[src/rtl/seg_scan_ctrl.sv]
// seg_scan_ctrl: time-multiplexed scan controller for an eight-digit
// seven-segment display. Digits are shown one at a time for SHOW_CYC
// cycles, optionally separated by GAP_CYC blanking cycles. The digit
// index (sel) and its segment pattern (seg) are registered together so
// that they always belong to the same digit.
module seg_scan_ctrl #(
    parameter int unsigned SHOW_CYC = 50000,
    parameter int unsigned GAP_CYC  = 500
) (
    input  logic        clk,
    input  logic        rst,
    input  logic        en,
    input  logic        load,
    input  logic [31:0] data,
    input  logic [7:0]  dp_mask,
    input  logic        blank_lead,
    output logic [2:0]  sel,
    output logic [7:0]  seg,
    output logic        scan_tick,
    output logic        frame_done
);

    // One shared phase counter covers both SHOW (up to 2^20-1 cycles)
    // and GAP (up to 2^16-1 cycles).
    localparam int unsigned CNT_W = 20;
    localparam logic [CNT_W-1:0] SHOW_LAST = CNT_W'(SHOW_CYC - 1);
    localparam logic [CNT_W-1:0] GAP_LAST  = CNT_W'((GAP_CYC == 0) ? 0 : GAP_CYC - 1);
    localparam bit HAS_GAP = (GAP_CYC != 0);

    typedef enum logic [1:0] {
        IDLE,
        SHOW,
        GAP
    } state_t;

    state_t           state;
    state_t           state_nxt;
    logic [CNT_W-1:0] cnt;
    logic [CNT_W-1:0] cnt_nxt;
    logic [2:0]       sel_nxt;
    logic [7:0]       seg_nxt;
    logic             tick_nxt;
    logic             frame_nxt;
    logic             show_nxt;
    logic             advance;

    logic [31:0]      pend_data;
    logic [7:0]       pend_dp;
    logic [31:0]      disp_data;
    logic [7:0]       disp_dp;
    logic [31:0]      disp_data_nxt;
    logic [7:0]       disp_dp_nxt;
    logic [31:0]      cur_data;
    logic [7:0]       cur_dp;

    // Hex nibble to active-low {g,f,e,d,c,b,a}.
    function automatic logic [6:0] hex7(input logic [3:0] v);
        logic [6:0] r;
        unique case (v)
            4'h0: r = 7'h40;
            4'h1: r = 7'h79;
            4'h2: r = 7'h24;
            4'h3: r = 7'h30;
            4'h4: r = 7'h19;
            4'h5: r = 7'h12;
            4'h6: r = 7'h02;
            4'h7: r = 7'h78;
            4'h8: r = 7'h00;
            4'h9: r = 7'h10;
            4'hA: r = 7'h08;
            4'hB: r = 7'h03;
            4'hC: r = 7'h46;
            4'hD: r = 7'h21;
            4'hE: r = 7'h06;
            default: r = 7'h0E;
        endcase
        return r;
    endfunction

    // Full segment pattern for digit k (0 = leftmost), including the
    // decimal point and leading-zero blanking. Digit 7 is never blanked
    // so an all-zero value still shows a single 0.
    function automatic logic [7:0] digit_seg(
        input logic [31:0] d,
        input logic [7:0]  dp,
        input logic [2:0]  k,
        input logic        bl
    );
        logic [2:0] idx;
        logic [3:0] nib;
        logic       all_zero;
        logic       blank;
        idx      = 3'd7 - k;
        nib      = d[{idx, 2'b00} +: 4];
        all_zero = 1'b1;
        for (int unsigned i = 0; i < 8; i++) begin
            if (i <= 32'(k)) begin
                all_zero = all_zero & (d[28 - 4 * i +: 4] == 4'h0);
            end
        end
        blank = bl && (k != 3'd7) && all_zero;
        return {~dp[idx], (blank ? 7'h7F : hex7(nib))};
    endfunction

    // A load in the same cycle as a display refresh bypasses pending.
    always_comb begin
        cur_data = load ? data    : pend_data;
        cur_dp   = load ? dp_mask : pend_dp;
    end

    // Next-state, next-output and display-refresh decode.
    always_comb begin
        state_nxt     = state;
        cnt_nxt       = cnt;
        sel_nxt       = sel;
        seg_nxt       = seg;
        tick_nxt      = 1'b0;
        frame_nxt     = 1'b0;
        show_nxt      = 1'b0;
        advance       = 1'b0;
        disp_data_nxt = disp_data;
        disp_dp_nxt   = disp_dp;

        if (!en) begin
            state_nxt = IDLE;
            cnt_nxt   = '0;
            sel_nxt   = '0;
            seg_nxt   = '1;
        end else begin
            unique case (state)
                IDLE: begin
                    state_nxt     = SHOW;
                    cnt_nxt       = '0;
                    sel_nxt       = '0;
                    disp_data_nxt = cur_data;
                    disp_dp_nxt   = cur_dp;
                    show_nxt      = 1'b1;
                end
                SHOW: begin
                    if (cnt == SHOW_LAST) begin
                        cnt_nxt = '0;
                        if (HAS_GAP) begin
                            state_nxt = GAP;
                            seg_nxt   = '1;
                        end else begin
                            advance = 1'b1;
                        end
                    end else begin
                        cnt_nxt  = cnt + CNT_W'(1);
                        show_nxt = 1'b1;
                    end
                end
                GAP: begin
                    if (cnt == GAP_LAST) begin
                        cnt_nxt = '0;
                        advance = 1'b1;
                    end else begin
                        cnt_nxt = cnt + CNT_W'(1);
                    end
                end
                default: begin
                    state_nxt = IDLE;
                    cnt_nxt   = '0;
                    sel_nxt   = '0;
                    seg_nxt   = '1;
                end
            endcase

            // Moving to the next digit; the 7->0 wrap also refreshes the
            // display registers so a frame is never torn.
            if (advance) begin
                state_nxt = SHOW;
                sel_nxt   = sel + 3'd1;
                tick_nxt  = 1'b1;
                show_nxt  = 1'b1;
                if (sel == 3'd7) begin
                    frame_nxt     = 1'b1;
                    disp_data_nxt = cur_data;
                    disp_dp_nxt   = cur_dp;
                end
            end
        end

        // seg is derived from the same next-cycle sel and display value
        // that are registered on this edge, keeping them in lockstep.
        if (show_nxt) begin
            seg_nxt = digit_seg(disp_data_nxt, disp_dp_nxt, sel_nxt, blank_lead);
        end
    end

    // State, phase counter and registered outputs.
    always_ff @(posedge clk or posedge rst) begin
        if (rst) begin
            state      <= IDLE;
            cnt        <= '0;
            sel        <= '0;
            seg        <= '1;
            scan_tick  <= 1'b0;
            frame_done <= 1'b0;
        end else begin
            state      <= state_nxt;
            cnt        <= cnt_nxt;
            sel        <= sel_nxt;
            seg        <= seg_nxt;
            scan_tick  <= tick_nxt;
            frame_done <= frame_nxt;
        end
    end

    // Pending registers capture every load, in any state.
    always_ff @(posedge clk or posedge rst) begin
        if (rst) begin
            pend_data <= '0;
            pend_dp   <= '0;
        end else if (load) begin
            pend_data <= data;
            pend_dp   <= dp_mask;
        end
    end

    // Display registers, refreshed only on scan start and frame wrap.
    always_ff @(posedge clk or posedge rst) begin
        if (rst) begin
            disp_data <= '0;
            disp_dp   <= '0;
        end else begin
            disp_data <= disp_data_nxt;
            disp_dp   <= disp_dp_nxt;
        end
    end

endmodule
[config.mk]
export PLATFORM = sky130hd
export DESIGN_NAME = seg_scan_ctrl
export DESIGN_NICKNAME = d
export VERILOG_FILES = /design/src/rtl/seg_scan_ctrl.sv
export SDC_FILE = /design/constraint.sdc
export NUM_CORES = 1
export LEC_CHECK = 0
export BUFFER_PORTS_ARGS = -buffer_cell sky130_fd_sc_hd__buf_2
export CAP_MARGIN = 20
export CORE_UTILIZATION = 53
export CTS_BUF_LIST = sky130_fd_sc_hd__clkbuf_16
export CTS_CLUSTER_DIAMETER = 120
export DETAILED_ROUTE_END_ITERATION = 12
export PLACE_DENSITY_LB_ADDON = 0.25
export SLEW_MARGIN = 20
export SYNTH_ARGS = -nofsm -noshare
export SYNTH_HDL_FRONTEND = slang
export SYNTH_SLANG_ARGS = --single-unit
[constraint.sdc]
create_clock -name clk -period 4.25 [get_ports clk]
set_clock_uncertainty 0.15 [all_clocks]
set_input_delay 0 -clock clk [delete_from_list [all_inputs] [get_ports clk]]
set_output_delay 0 -clock clk [all_outputs]
set_load 0.03 [all_outputs]
* Word-level counts from Yosys, hierarchy flattened *
Memories as Yosys holds them, arrays and structs flattened.
Index checks and enable logic that the tools add are counted.
W data, S select, Z words.

word-level totals
  flip-flop bits (word level) = 115
  ROM bits = 112
  input port bits = 45
  logic and storage cells = 111
  memories = 1

operators by class
  add/subtract/negate cells = 3
  $lt $le $gt $ge = 8
  equality and inequality tests = 10
  shift operators = 1
  muxes and demuxes = 55
  bitwise operators = 8
  reduce and logical (&&, ||, !) cells = 15

memory list
  memory            words  bits a word  rd ports  clocked after memory_dff  wr ports  line  text
  (name not given)  16     7            1         0                         0         59    unique case (v)

operator list
  cell                     count
  $mux W32                 5
  $mux W8                  8
  $mux W20                 3
  $pmux W20 S2             1
  $logic_not A4 Y1         8
  $shiftx A32 B6 Y4        1
  $mux W1                  27
  $add A20 B1 Y20 const B  1
  $eq A20 B16 Y1 const B   1
  $eq A20 B9 Y1 const B    1
  $pmux W8 S2              1
  $le A3 B3 Y1 const A     4
  $mux W3                  3
  $ne A4 B4 Y1 const B     2
  $and A1 B1 Y1            7
  $mux W7                  1
  $le A2 B3 Y1 const A     2
  $mux W2                  3
  $ne A3 B3 Y1 const B     2
  $pmux W2 S3              1
  $lt A3 B4 Y1 const B     1
  $reduce_and A2 Y1        2
  $reduce_or A2 Y1         2
  $add A3 B1 Y3 const B    1
  11 further kinds         12

* Depth between registers and ports, before layout *
  depth in word-level cells = 32
  mapped depth = 16

* Least setup slack after synthesis *
Ideal clock, no wire load.

  path kind = register to register
  start = register sel[0]
  end = register seg[5]
  setup time = 83 ps
  arrival time = 3209 ps
  required time = 4017 ps
  setup slack = 807 ps
  cell stages (with the launch flop) = 14
  clock period less this slack = 3443 ps
  cells stage by stage = dfrtp_1 -> ha_1 -> ha_1 -> nand4_1 -> o21ai_4 -> mux2_2 -> a221o_1 -> a211oi_1 -> a221o_1 -> inv_2 -> ha_1 -> o21ai_0 -> a21oi_1 -> o32a_1

RTL lines
  what                    line  text
  from (decl)             17    output logic [2:0] sel,
  from (signal assigned)  203   sel <= sel_nxt;
  $eq A3 B3 Y1 *          176   if (sel == 3'd7) begin
  $mux W32 *              176
  $mux W32 *              171   if (advance) begin
  $mux W32 *              124   if (!en) begin
  net disp_data_nxt[16]   51    logic [31:0] disp_data_nxt;
  $logic_not A4 Y1        98    all_zero = all_zero & (d[28 - 4 * i +: 4] == 4'h0);
  $and A1 B1 Y1           98
  $mux W1                 97    if (i <= 32'(k)) begin
  [8 not listed]          -
  $mux W1                 97
  $mux W1                 186   if (show_nxt) begin
  $and A1 B1 Y1           98
  $mux W1                 97
  $mux W1                 186
  $logic_and A1 B1 Y1     101   blank = bl && (k != 3'd7) && all_zero;
  $mux W7 *               102   return {~dp[idx], (blank ? 7'h7F : hex7(nib))};
  $mux W8 *               186
  to (signal assigned)    204   seg <= seg_nxt;
  to (decl)               18    output logic [7:0] seg,

The timed path passes the listed nets; every way through them passes the cells marked *. The select of a mux whose other input is x is not followed.
A chain may end at the register's enable or synchronous reset.

* Worst setup path in the final report *
  start = register cnt[10]
  end = register seg[5]

RTL lines
  what                                                    line  text
  from (decl)                                             38    logic [CNT_W-1:0] cnt;
  from (signal assigned)                                  202   cnt <= cnt_nxt;
  $eq A20 B9 Y1 *                                         154   if (cnt == GAP_LAST) begin
  $mux W1 *                                               154
  $mux W1 *                                               -
  $mux W1 *                                               124
  $mux W32 *                                              171
  $mux W32 *                                              124
  net disp_data_nxt[0]                                    51
  branches (longest 5 deep; another with $mem_v2 Z16 W7)  -
  $mux W7 *                                               102
  $mux W8 *                                               186

Mark *: on every way through the listed nets, which the timed path passes. The select of a mux whose other input is x is not followed.

==> impl_metrics.py <==
metrics = {
    "sta": {
        "rsz0062_at_grt": "false",
        "fin_setup_tns_ns": 0,
        "min_period_over_period_pct": 91.6,
        "slew_violations": 0,
        "hold_viol_final": 0,
        "setup_viol": 0,
        "slew_headroom_pct": 39.3,
        "fin_crit_ns": 3.89,
        "worstMarginPinSlew_ns": 0.911,
        "whs_ns": 0.0588,
        "fmax_mhz": 257,
        "worst_slack_ns": 0.358,
    },
    "power": {
        "comb_power_share_pct": 29.7,
        "switching_power_w": 0.00135,
        "cell_internal_pwr_w": 0.00271,
        "finalPower_w": 0.00406,
        "ir_worst_vdd_mv": 0.324,
        "swShare_pct": 33.2,
        "pwr-share-clk_pct": 32.7,
        "power.density_mw_per_mm2": 564,
        "p_leak_nw": 3.16,
        "seqPwrFrac_pct": 37.7,
    },
    "synth": {
        "postSynthAreaPerCell_um2": 10.6,
        "synth.net_count": 602,
        "netlist_instances": 544,
        "syn-cell-area_mm2": 0.00578,
        "synth_top_cell_area_share_pct": 46.3,
        "synth_edf_count": 0,
        "synthDistinctLibCells": 63,
        "seq_area_frac_synth_pct": 50.0,
        "synth-seq-cells": 115,
        "synthArstFlopShare_pct": 100,
        "ys.flop_type": "dfrtp_1",
        "synth_top_cell_by_area": "dfrtp_1",
        "synth_warnings": 0,
        "synth.area.top_cells": "dfrtp_1 (46%), mux2_2 (8.0%), nor2_1 (5.7%), dfstp_2 (3.6%), mux2i_1 (3.6%)",
    },
    "detailed_routing": {
        "wl_per_cell_um": 16.9,
        "vias": 4590,
        "postRouteAntennaNets": 0,
        "routed_wl_um": 13500,
        "drc_errors": 0,
        "drt-initial-drc-count": 336,
        "vias_per_cell": 5.73,
        "dr.pass1.iters": 5,
    },
    "floorplanning": {
        "dieWidth_um": 106,
        "die_h_um": 106,
        "die_area_mm2": 0.0113,
        "num_rows": 37,
        "initial_core_util_pct": 55.2,
        "pin_count": 58,
        "fp.coreArea_mm2": 0.0105,
    },
    "clocking": {
        "clk_pin_slew_worst_paths_ns": 0.05,
        "clk_latency_ns": 0.41,
        "cts-hold-fix-buffers": 46,
        "clk_path_buf_depth": 2,
        "post_cts_resized": 0,
        "cts.sinks": 115,
        "cts_tree": "yes",
        "numCtsBuffers": 17,
        "cts_htree_levels": 4,
        "post_cts_buffers": 0,
        "cts_root_buf": "clkbuf_16",
    },
    "worst_setup_path": {
        "required_ns": 4.44,
        "cp_cell_sequence": "nor4_4 > nand4_4 > o21ai_4 > buf_12 > mux2_2 > and2_1 > o31ai_1 > a221o_1 > inv_2 > ha_1 > o21ai_0 > a21oi_1 > o32a_1",
        "slowest_delay_ns": 0.45,
        "arrival_ns": 4.08,
        "cp_slowest_cell": "dfrtp_1",
        "path_max_fanout": 26,
        "endpoint_kind": "register",
        "path_delay_family": "compound AO/OA/AOI/OAI gates",
        "worstSetupPathType": "register to register",
        "crit_buf_inv": 2,
        "rrSetupSlack_ns": 0.36,
        "start_kind": "register",
    },
    "flow_run": {
        "maxCapViolCount": 0,
    },
    "global_routing": {
        "gr-total-overflow": 0,
        "grt_pass1_wl_um": 22500,
        "grt_max_degree": 78,
        "grtUsageTotal_pct": 26.1,
        "antenna_found_initial": 0,
        "grt_pass1_vias": 4481,
    },
    "layout": {
        "fin_nets": 709,
        "drive_above_1_share_pct": 24.7,
        "nFillCells": 778,
        "fin_area_mm2": 0.00720,
        "areaGrowthSynthToFinish_pct": 24.5,
    },
    "placement": {
        "place_congestion": 0.906,
        "port_buffers": 57,
        "dpl_worst_slack_ns": 0.419,
        "place_area_mm2": 0.00618,
        "post-dp-hpwl_um": 8950,
    },
    "min_path": {
        "worst_hold_path_type": "input port to register",
    },
    "run_status": {
        "outcome": "complete, no violations",
    },
}
per-stage QoR:
step / cells / util, %
finish: 801 / 68.8
global route: 800 / 68.8
CTS: 800 / 68.8
detailed placement: 722 / 59.1
global placement: 722 / 59.1
floorplan: 544 / -
cells in the final DEF (no fill, tap or decap), drive strengths merged, types with 14 or more instances in the layout:
cell type and instances:
a21oi 21, buf 65, clkbuf 17, dfrtp 107
dlygate4sd3 46, inv 32, mux2 42, mux2i 21
nand2 27, nand3 24, nor2 90, o21ai 14
registers in the layout, summed over array words and instances (netlist names):
signal / count
scan_tick: 1
frame_done: 1
pend_data: 32
state: 2
disp_data: 32
seg: 8
sel: 3
cnt: 20
pend_dp: 8
disp_dp: 8
worst register-to-register path, stage by stage (launching register included):
cell     delay, ns
dfrtp_1       0.45
nor4_4        0.40
nand4_4       0.21
o21ai_4       0.44
buf_12        0.24
mux2_2        0.35
and2_1        0.14
o31ai_1       0.24
a221o_1       0.35
inv_2         0.10
ha_1          0.23
o21ai_0       0.12
a21oi_1       0.10
o32a_1        0.29
power by group through the flow:
| stage | clock network, W | registers [W] | logic, W |
|---|---|---|---|
| after floorplan | 0 | 0.00156 | 0.000830 |
| after global placement | 0 | 0.00152 | 0.00112 |
| after detailed placement | 0 | 0.00154 | 0.00115 |
| after CTS | 0.00135 | 0.00152 | 0.00119 |
| after global routing | 0.00140 | 0.00155 | 0.00133 |
| final | 0.00133 | 0.00153 | 0.00121 |
cell families (layout without fill, tap and decap cells):
logic type	Yosys count	in the layout	share of synthesized area, %
and+or+nand+nor	199	199	17.4
other	0	1	0
xor gates and xnor gates	18	18	2.73
adders and majority gates	13	13	2.81
buffers and inverters	53	173	4.18
muxes	65	65	12.7
DFF	115	115	50.0
AOI/OAI and AO/OA	81	81	10.3
layout make-up:
type | count | area, µm² | share of cell area [%]
clock buffers | 17 | 425 | 5.91
inverters | 30 | 115 | 1.60
well taps | 136 | 170 | 2.36
repair buffers | 111 | 818 | 11.4
clock inverters | 15 | 125 | 1.74
multi-input cells | 376 | 2650 | 36.8
flip-flops and latches | 115 | 2890 | 40.1
diodes | 1 | 2.50 | 0.0348
final timing paths:
kind | from | to | depth (start not counted)
worst max-delay path | cnt[10] | seg[5] | 13
worst min-delay path | blank_lead | seg[4] | 5
worst max register to register | cnt[10] | seg[5] | 13
worst min register to register | cnt[0] | cnt[0] | 1
max in group asynchronous | rst | pend_data[19] | 4
min in group asynchronous | rst | disp_dp[3] | 3
Yosys cell counts (7+ instances only):
cell type,n
nand3_1,24
buf_2,10
a31oi_1,7
xor2_1,9
o21ai_0,9
ha_1,13
nor4_1,10
mux2i_1,21
and3_1,8
nor3_1,8
clkbuf_1,7
nand2_1,25
xnor2_1,9
nor2_1,88
dfstp_2,8
inv_1,29
a21oi_1,21
nand4_1,7
dfrtp_1,107
mux2_2,41
layer usage:
| layer | GRT usage (%) | part of all wire [%] | up-vias |
|---|---|---|---|
| met1 | 34.7 | 44 | 2244 |
| met2 | 40.8 | 48 | 164 |
| met4 | 10.3 | 2.1 | 0 |
| li1 | - | - | 2153 |
| met3 | 6.74 | 6.2 | 29 |
| met5 | 0 | 0 | - |
(Power assumes the default switching activity.)
